==> src/rtl/pll_lock_reset_gen_pkg.sv <==
`default_nettype none
// ============================================================================
// pll_mon_pkg : shared types, counter sizing and parameter limits for the
//               PLL lock reset generator.
// Revision    : 1.0
// ============================================================================
package pll_mon_pkg;

  typedef enum logic [1:0] {
    WAIT_LOCK = 2'd0,
    STABLE    = 2'd1,
    HOLD      = 2'd2,
    RUN       = 2'd3
  } pll_state_e;

  localparam int MIN_SYNC_STAGES        = 2;
  localparam int MIN_LOCK_STABLE_CYCLES = 1;
  localparam int MIN_RST_HOLD_CYCLES    = 1;

  // One extra bit so the larger terminal count is always representable.
  function automatic int cnt_width(input int stable_cycles, input int hold_cycles);
    int m;
    m = (stable_cycles > hold_cycles) ? stable_cycles : hold_cycles;
    return $clog2(m) + 1;
  endfunction

  function automatic bit params_legal(input int sync_stages, input int stable_cycles,
                                      input int hold_cycles, input int cnt_w);
    return (sync_stages >= MIN_SYNC_STAGES) &&
           (stable_cycles >= MIN_LOCK_STABLE_CYCLES) &&
           (hold_cycles >= MIN_RST_HOLD_CYCLES) &&
           (cnt_w >= 1);
  endfunction

endpackage
`default_nettype wire

==> src/rtl/pll_lock_reset_gen_if.sv <==
`default_nettype none
// ============================================================================
// pll_lock_reset_gen_if : lock input and reset/status outputs of the generator.
// Revision              : 1.0
// ============================================================================
interface pll_lock_reset_gen_if #(
  parameter int CNT_W = 16
);
  logic             locked_in;
  logic             rst_out;
  logic             ready;
  logic             lock_lost_pulse;
  logic [CNT_W-1:0] loss_count;

  modport master (
    input  locked_in,
    output rst_out,
    output ready,
    output lock_lost_pulse,
    output loss_count
  );

  modport slave (
    output locked_in,
    input  rst_out,
    input  ready,
    input  lock_lost_pulse,
    input  loss_count
  );
endinterface
`default_nettype wire

==> src/rtl/pll_lock_reset_gen_bit_sync.sv <==
`default_nettype none
// ============================================================================
// bit_sync : STAGES-deep single-bit synchronizer, synchronous reset to 0.
// Revision : 1.0
// ============================================================================
module bit_sync #(
  parameter int STAGES = 2
) (
  input  wire logic clk,
  input  wire logic rst,
  input  wire logic d_i,
  output logic      q_o
);

  logic [STAGES-1:0] sync_q;

  always_ff @(posedge clk) begin
    if (rst) begin
      sync_q <= '0;
    end else begin
      sync_q <= {sync_q[STAGES-2:0], d_i};
    end
  end

  assign q_o = sync_q[STAGES-1];

endmodule
`default_nettype wire

==> src/rtl/pll_lock_reset_gen.sv <==
`default_nettype none
// ============================================================================
// pll_lock_reset_gen : qualifies PLL lock and releases a clean downstream reset.
// Option             : define PLL_LOSS_COUNT_EN for the saturating loss counter.
// Revision           : 1.0
// ============================================================================
module pll_lock_reset_gen
  import pll_mon_pkg::*;
#(
  parameter int SYNC_STAGES        = 2,
  parameter int LOCK_STABLE_CYCLES = 1024,
  parameter int RST_HOLD_CYCLES    = 16,
  parameter int CNT_W              = 16
) (
  input  wire logic             clk,
  input  wire logic             rst,
  pll_lock_reset_gen_if.master  bus
);

  localparam int CW = cnt_width(LOCK_STABLE_CYCLES, RST_HOLD_CYCLES);
  localparam logic [CW-1:0] STABLE_LAST = CW'(LOCK_STABLE_CYCLES - 1);
  localparam logic [CW-1:0] HOLD_LAST   = CW'(RST_HOLD_CYCLES - 1);

  if (!params_legal(SYNC_STAGES, LOCK_STABLE_CYCLES, RST_HOLD_CYCLES, CNT_W)) begin : g_bad_params
    $error("pll_lock_reset_gen: illegal parameter set");
  end

  logic       locked_s;
  logic       lost_d;
  pll_state_e state_q;
  logic [CW-1:0] cnt_q;
  logic       rst_out_q;
  logic       ready_q;
  logic       pulse_q;

  bit_sync #(
    .STAGES (SYNC_STAGES)
  ) u_lock_sync (
    .clk (clk),
    .rst (rst),
    .d_i (bus.locked_in),
    .q_o (locked_s)
  );

  assign lost_d = (state_q == RUN) && !locked_s;

  // Outputs are loaded alongside the state transition so they stay registered.
  always_ff @(posedge clk) begin
    if (rst) begin
      state_q   <= WAIT_LOCK;
      cnt_q     <= '0;
      rst_out_q <= 1'b1;
      ready_q   <= 1'b0;
      pulse_q   <= 1'b0;
    end else begin
      pulse_q <= lost_d;
      case (state_q)
        WAIT_LOCK: begin
          cnt_q <= '0;
          if (locked_s) begin
            state_q <= STABLE;
          end
        end
        STABLE: begin
          if (!locked_s) begin
            state_q <= WAIT_LOCK;
            cnt_q   <= '0;
          end else if (cnt_q == STABLE_LAST) begin
            state_q <= HOLD;
            cnt_q   <= '0;
          end else begin
            cnt_q <= cnt_q + 1'b1;
          end
        end
        HOLD: begin
          if (!locked_s) begin
            state_q <= WAIT_LOCK;
            cnt_q   <= '0;
          end else if (cnt_q == HOLD_LAST) begin
            state_q   <= RUN;
            cnt_q     <= '0;
            rst_out_q <= 1'b0;
            ready_q   <= 1'b1;
          end else begin
            cnt_q <= cnt_q + 1'b1;
          end
        end
        RUN: begin
          cnt_q <= '0;
          if (!locked_s) begin
            state_q   <= WAIT_LOCK;
            rst_out_q <= 1'b1;
            ready_q   <= 1'b0;
          end
        end
        default: begin
          state_q   <= WAIT_LOCK;
          cnt_q     <= '0;
          rst_out_q <= 1'b1;
          ready_q   <= 1'b0;
        end
      endcase
    end
  end

  assign bus.rst_out         = rst_out_q;
  assign bus.ready           = ready_q;
  assign bus.lock_lost_pulse = pulse_q;

`ifdef PLL_LOSS_COUNT_EN
  logic [CNT_W-1:0] loss_cnt_q;

  always_ff @(posedge clk) begin
    if (rst) begin
      loss_cnt_q <= '0;
    end else if (lost_d && (loss_cnt_q != {CNT_W{1'b1}})) begin
      loss_cnt_q <= loss_cnt_q + 1'b1;
    end
  end

  assign bus.loss_count = loss_cnt_q;
`else
  assign bus.loss_count = {CNT_W{1'b0}};
`endif

endmodule
`default_nettype wire

==> src/flat_wrapper.sv <==
// flat-port wrapper written by rule: the top's interface ports become plain ports
module pll_lock_reset_gen_flat import pll_mon_pkg::*;
#(
  parameter int SYNC_STAGES        = 2,
  parameter int LOCK_STABLE_CYCLES = 1024,
  parameter int RST_HOLD_CYCLES    = 16,
  parameter int CNT_W              = 16
)
  (clk, rst, bus_locked_in, bus_rst_out, bus_ready, bus_lock_lost_pulse, bus_loss_count);
  pll_lock_reset_gen_if #(.CNT_W(CNT_W)) bus_i ();
  input  wire logic clk;
  input  wire logic rst;
  input wire logic [$bits(bus_i.locked_in)-1:0] bus_locked_in;
  output wire logic [$bits(bus_i.rst_out)-1:0] bus_rst_out;
  output wire logic [$bits(bus_i.ready)-1:0] bus_ready;
  output wire logic [$bits(bus_i.lock_lost_pulse)-1:0] bus_lock_lost_pulse;
  output wire logic [$bits(bus_i.loss_count)-1:0] bus_loss_count;
  assign bus_i.locked_in = bus_locked_in;
  assign bus_rst_out = bus_i.rst_out;
  assign bus_ready = bus_i.ready;
  assign bus_lock_lost_pulse = bus_i.lock_lost_pulse;
  assign bus_loss_count = bus_i.loss_count;
  pll_lock_reset_gen #(.SYNC_STAGES(SYNC_STAGES), .LOCK_STABLE_CYCLES(LOCK_STABLE_CYCLES), .RST_HOLD_CYCLES(RST_HOLD_CYCLES), .CNT_W(CNT_W)) u_core (.clk(clk), .rst(rst), .bus(bus_i));
endmodule
==> config.mk <==
export PLATFORM = sky130hd
export DESIGN_NAME = pll_lock_reset_gen_flat
export DESIGN_NICKNAME = d
export VERILOG_FILES = /design/src/rtl/pll_lock_reset_gen_pkg.sv /design/src/rtl/pll_lock_reset_gen_if.sv /design/src/rtl/pll_lock_reset_gen_bit_sync.sv /design/src/rtl/pll_lock_reset_gen.sv /design/src/flat_wrapper.sv
export SDC_FILE = /design/constraint.sdc
export NUM_CORES = 1
export LEC_CHECK = 0
export CORE_MARGIN = 8
export CORE_UTILIZATION = 43
export CTS_CLUSTER_SIZE = 14
export DETAILED_ROUTE_END_ITERATION = 7
export GPL_TIMING_DRIVEN = 0
export PLACE_DENSITY = 0.85
export SLEW_MARGIN = 40
export SYNTH_ARGS = -nofsm -noshare
export SYNTH_HDL_FRONTEND = slang
export SYNTH_SLANG_ARGS = --single-unit
==> constraint.sdc <==
create_clock -name clk -period 1.7 [get_ports clk]
set_input_delay 0.255 -clock clk [delete_from_list [all_inputs] [get_ports clk]]
set_output_delay 0.255 -clock clk [all_outputs]
set_load 0.005 [all_outputs]
# --- Word-level counts from Yosys, hierarchy flattened ---
# Index checks and enable logic that the tools add are counted.
totals:
  output_inout_bits: 19
  register_bits: 18
op_classes:
  reduce_logical: 7
  eq_ne: 11
  mux: 20
  addsub: 1
ops:
  columns: ["cell", "n"]
  rows:
  - ["11-bit 2-to-1 mux", 4]
  - ["11-bit one-hot mux with 3 select lines", 1]
  - ["2-bit 2-to-1 mux", 6]
  - ["11-bit by 1-bit adder with 11-bit output, second input constant", 1]
  - ["11-bit by 10-bit == test with 1-bit output, second input constant", 1]
  - ["11-bit by 4-bit == test with 1-bit output, second input constant", 1]
  - ["2-bit one-hot mux with 4 select lines", 1]
  - ["4-bit AND reduction", 2]
  - ["1-bit 2-to-1 mux", 6]
  - ["2-bit inequality test, second input constant", 3]
  - ["3-bit by 2-bit inequality test with 1-bit output, second input constant", 2]
  - ["2-bit == test, second input constant", 2]
  - ["1-bit one-hot mux with 2 select lines", 2]
  - ["2-bit by 1-bit == test with 1-bit output, second input constant", 1]
  - ["2-bit logical NOT", 1]
  - ["2-bit by 1-bit inequality test with 1-bit output, second input constant", 1]
  - ["2-bit nonzero test", 1]
  - ["2-bit OR reduction", 1]
  - ["1-bit logical AND", 1]
  - ["1-bit logical NOT", 1]

# --- Depth between registers and ports, before layout ---
depth:
  word_depth: 4
  ltp_mapped: 5

# --- Cells and area by module ---
# From an unflattened synthesis, not the netlist that was laid out.
hier_totals:
  cells_unflattened: 99
  hier_area_um2: 888.4
by_module_without_submodules:
  columns: ["mod", "cells_each", "n_inst", "seq_area_each_um2", "area_each_um2"]
  rows:
  - ["pll_lock_reset_gen", 95, 1, 320.3, 835.8]
  - ["bit_sync", 4, 1, 40.0, 52.6]

# --- Least setup slack after synthesis ---
# No wires, ideal clock.
synth_timing:
  path_type: "reg2reg"
  start: "reg u_core.cnt_q[0]"
  end: "reg u_core.cnt_q[2]"
  arrival_time_ps: 1636
  setup_ps: 119
  t_required_ps: 1581
  path_stages_with_launch: 6
  path_slack_ps: -56
  cell_sequence: "dfxtp_1 ha_1 nand3_1 nor4_1 a2bb2oi_4 nor2_1"
synth_via:
  elab_chain_cells: 4
  elab_cells_between_ends: 8
  classes_between: "1 x add/sub; 2 x eq/ne; 5 x mux"
synth_rtl:
  columns: ["element", "line", "text"]
  rows:
  - ["start, declared", "pll_lock_reset_gen.sv:31", "logic [CW-1:0] cnt_q;"]
  - ["start signal, assigned", "pll_lock_reset_gen.sv:72", "cnt_q <= cnt_q + 1'b1;"]
  - ["start signal, assigned", "pll_lock_reset_gen.sv:85", "cnt_q <= cnt_q + 1'b1;"]
  - ["11-bit by 1-bit adder with 11-bit output (tied with other cells)", "pll_lock_reset_gen.sv:72, pll_lock_reset_gen.sv:85", null]
  - ["11-bit 2-to-1 mux (on tied branches)", "pll_lock_reset_gen.sv:79, pll_lock_reset_gen.sv:68", null]
  - ["11-bit 2-to-1 mux (on tied branches)", "pll_lock_reset_gen.sv:76, pll_lock_reset_gen.sv:65", null]
  - ["11-bit one-hot mux with 3 select lines *", "pll_lock_reset_gen.sv:57", "case (state_q)"]
# Every way passes the cells marked *; elsewhere a longest branch is shown, timed or not.
# A chain may end at the register's enable or synchronous reset.

# --- Worst setup path in the final report ---
layout_timing:
  start: "reg u_core.cnt_q[6]"
  end: "reg u_core.cnt_q[9]"
# The elaborated chain is that of the path after synthesis.

==> results.py <==
metrics = {
    "outcome": {
        "status": "finished, final reports clean",
    },
    "clock_tree": {
        "cts.sinks": 18,
        "tritoncts": "built",
        "hold_buffers": 0,
        "clk_path_buf_depth": 2,
        "clk_latency_ns": 0.30,
        "htreeDepth": 1,
        "cts_root_buf": "clkbuf_4",
        "cts_buffers": 3,
        "path_clk_slew_ns": 0.10,
    },
    "placed_design": {
        "hpwl_um": 1270,
        "port_buffers": 5,
        "gp_congestion": 0.774,
        "post-place-cells": 144,
        "postPlaceCellArea_um2": 1040,
    },
    "sta": {
        "setup_tns_ns": 0,
        "setup_viol": 0,
        "finalClockSkew_ns": 0.0150,
        "hold_violations": 0,
        "max_freq_mhz": 599,
        "fin_crit_ns": 1.67,
        "rsz0062_at_grt": "true",
        "finalCritPeriodShare": 0.982,
        "slew_violations": 0,
    },
    "floorplan": {
        "fp.dieH_um": 61.6,
        "die_area_um2": 3790,
        "core-area_um2": 1960,
        "placement_rows": 16,
        "die_x_um": 61.6,
        "ios": 22,
        "start_util": 0.455,
    },
    "global_route": {
        "grt_max_degree": 11,
        "antenna_found_initial": 0,
        "grt-ovfl-total": 0,
        "grt_pass1_vias": 674,
        "grtUsageTotal": 0.101,
        "grt_pass1_wl_um": 2880,
    },
    "logic_synthesis": {
        "yosys.area_share.simple": 0.246,
        "syn_area_per_cell_um2": 9.21,
        "ys_warn_count": 0,
        "synth_adder_area_share": 0.0140,
        "synth-compound-area-share": 0.106,
        "synthCells": 97,
        "synth_xor_area_frac": 0.0784,
        "synth_top_family_by_area": "simple AND/OR/NAND/NOR gates",
        "muxShareOfSynthArea": 0,
        "syn-cell-area_um2": 893,
        "synth-seq-area-share": 0.403,
        "synth_cell_types": 26,
        "ys_seq_elements": 18,
    },
    "cells_and_area": {
        "drive_above_1_share": 0.260,
        "multi_input_area_um2": 497,
        "layoutNonFillerInstCount": 150,
        "antenna_cells": 0,
        "fill_cells": 183,
        "nNetsFinal": 128,
        "most-common-layout-cells": "buf_4 (18), conb_1 (16), dfxtp_1 (16)",
        "syn2layout_area_growth_pct": 26.3,
        "regArea_um2": 365,
        "mostFrequentLayoutCell": "buf_4",
        "final_area_um2": 1130,
        "post-route-util": 0.575,
    },
    "critical_path": {
        "critPathLaunch": "u_core.cnt_q[6]",
        "critical_path_class": "reg -> reg",
        "rr_startpoint": "u_core.cnt_q[6]",
        "cp.required_ns": 1.88,
        "setup.worst_path.start_class": "flop",
        "crit_path_end_kind": "flop",
        "critical_path_arrival_ns": 1.85,
        "path_max_fanout": 7,
    },
    "detailed_routing": {
        "wl_per_cell_um": 10.4,
        "drtAntennaViolNets": 0,
        "drc_errors": 0,
        "vias_per_cell": 4.53,
        "wirelength_um": 1560,
        "vias": 680,
        "drt-pass1-iter-count": 3,
        "drt_iter0_markers": 7,
    },
    "worst_hold_path": {
        "min_from": "u_core.u_lock_sync.sync_q[0]",
        "holdCritPathClass": "reg -> reg",
    },
    "flow_run": {
        "drv_cap": 0,
    },
    "pwr": {
        "p_leak_nw": 0.421,
        "power.density_nw_per_um2": 649,
        "vdd_drop_max_v": 0.000492,
    },
}
[where the power goes]
group,switching (mW),leakage (nW),internal [mW]
Combinational,0.0201,0.253,0.0305
Clock,0.126,0.0210,0.131
Sequential,0.00232,0.147,0.423
Total,0.149,0.421,0.584
[routing by layer]
layer,share of wire,track usage,up-vias
met5,0,0,-
met4,0.016,0.0390,0
met3,0.12,0.0438,4
met2,0.48,0.174,19
met1,0.39,0.104,305
li1,-,-,352
[stage by stage]
step	hold WS, ns	worst slack, ns	total power [mW]
CTS	0.448	0.00882	0.738
detailed placement	0.424	-0.130	0.484
floorplan	0.327	0.0662	0.476
global route	0.479	-0.0400	0.771
global placement	0.420	-0.0700	0.483
finish	0.444	0.0314	0.732
[Yosys cell counts]
master / number / share of area
a211oi_1: 1 / 0.0084
a21oi_1: 3 / 0.017
a221o_1: 1 / 0.011
a2bb2oi_4: 1 / 0.029
a31oi_1: 1 / 0.0070
buf_4: 16 / 0.13
conb_1: 1 / 0.0042
dfxtp_1: 18 / 0.40
ha_1: 1 / 0.014
inv_1: 3 / 0.013
nand2_1: 3 / 0.013
nand2b_1: 4 / 0.028
nand3_1: 4 / 0.022
nand4_1: 2 / 0.014
nand4b_1: 1 / 0.0098
nor2_1: 11 / 0.046
nor2b_1: 6 / 0.042
nor3_1: 6 / 0.034
nor3_2: 1 / 0.011
nor4_1: 1 / 0.0070
o21ai_2: 1 / 0.0098
o311a_4: 1 / 0.024
or3_1: 1 / 0.0070
or4_4: 1 / 0.013
xnor2_1: 7 / 0.069
xor2_1: 1 / 0.0098
[sequential cells by signal, summed over array words and instances, names as in the netlist]
name                        flops
u_core.bus.rst_out              1
u_core.bus.lock_lost_pulse      1
u_core.bus.ready                1
u_core.u_lock_sync.sync_q       2
u_core.state_q                  2
u_core.cnt_q                   11
[worst paths after layout]
path,to,slack (ns),depth (start not counted)
worst min-delay path,u_core.u_lock_sync.sync_q[1],0.44,1
worst max-delay path,u_core.cnt_q[9],0.03,4
worst max register to register,u_core.cnt_q[9],0.03,4
worst min register to register,u_core.u_lock_sync.sync_q[1],0.44,1
[critical path, cell delays in order (launching register included)]
cell and delay (ns):
dfxtp_4 0.35, or4_4 0.54, o311a_4 0.36, a2bb2oi_4 0.21, nor2_1 0.08
[layout make-up]
class | count | area share
multi-input combinational | 75 | 0.440
sequential | 18 | 0.324
buffer | 16 | 0.106
timing repair buffer | 7 | 0.0576
clock buffer | 4 | 0.0322
tap | 27 | 0.0299
inverter | 3 | 0.00998
[cells by family (layout without fill, tap and decap cells)]
kind of cell | after synthesis | count (layout)
AND/OR/NAND/NOR | 41 | 41
buffers and inverters | 19 | 30
flip-flops | 18 | 18
AO/OA/AOI/OAI | 9 | 9
XOR/XNOR | 8 | 8
adder cells (fa/ha/maj) | 1 | 1
other | 1 | 16
[repair_timing]
action                     CTS  global route
setup buffers                1             1
gates resized for setup      7             1
setup endpoints to repair   12            10
pin swaps                    2             3
Note: power is estimated with default switching activity, not from simulation.
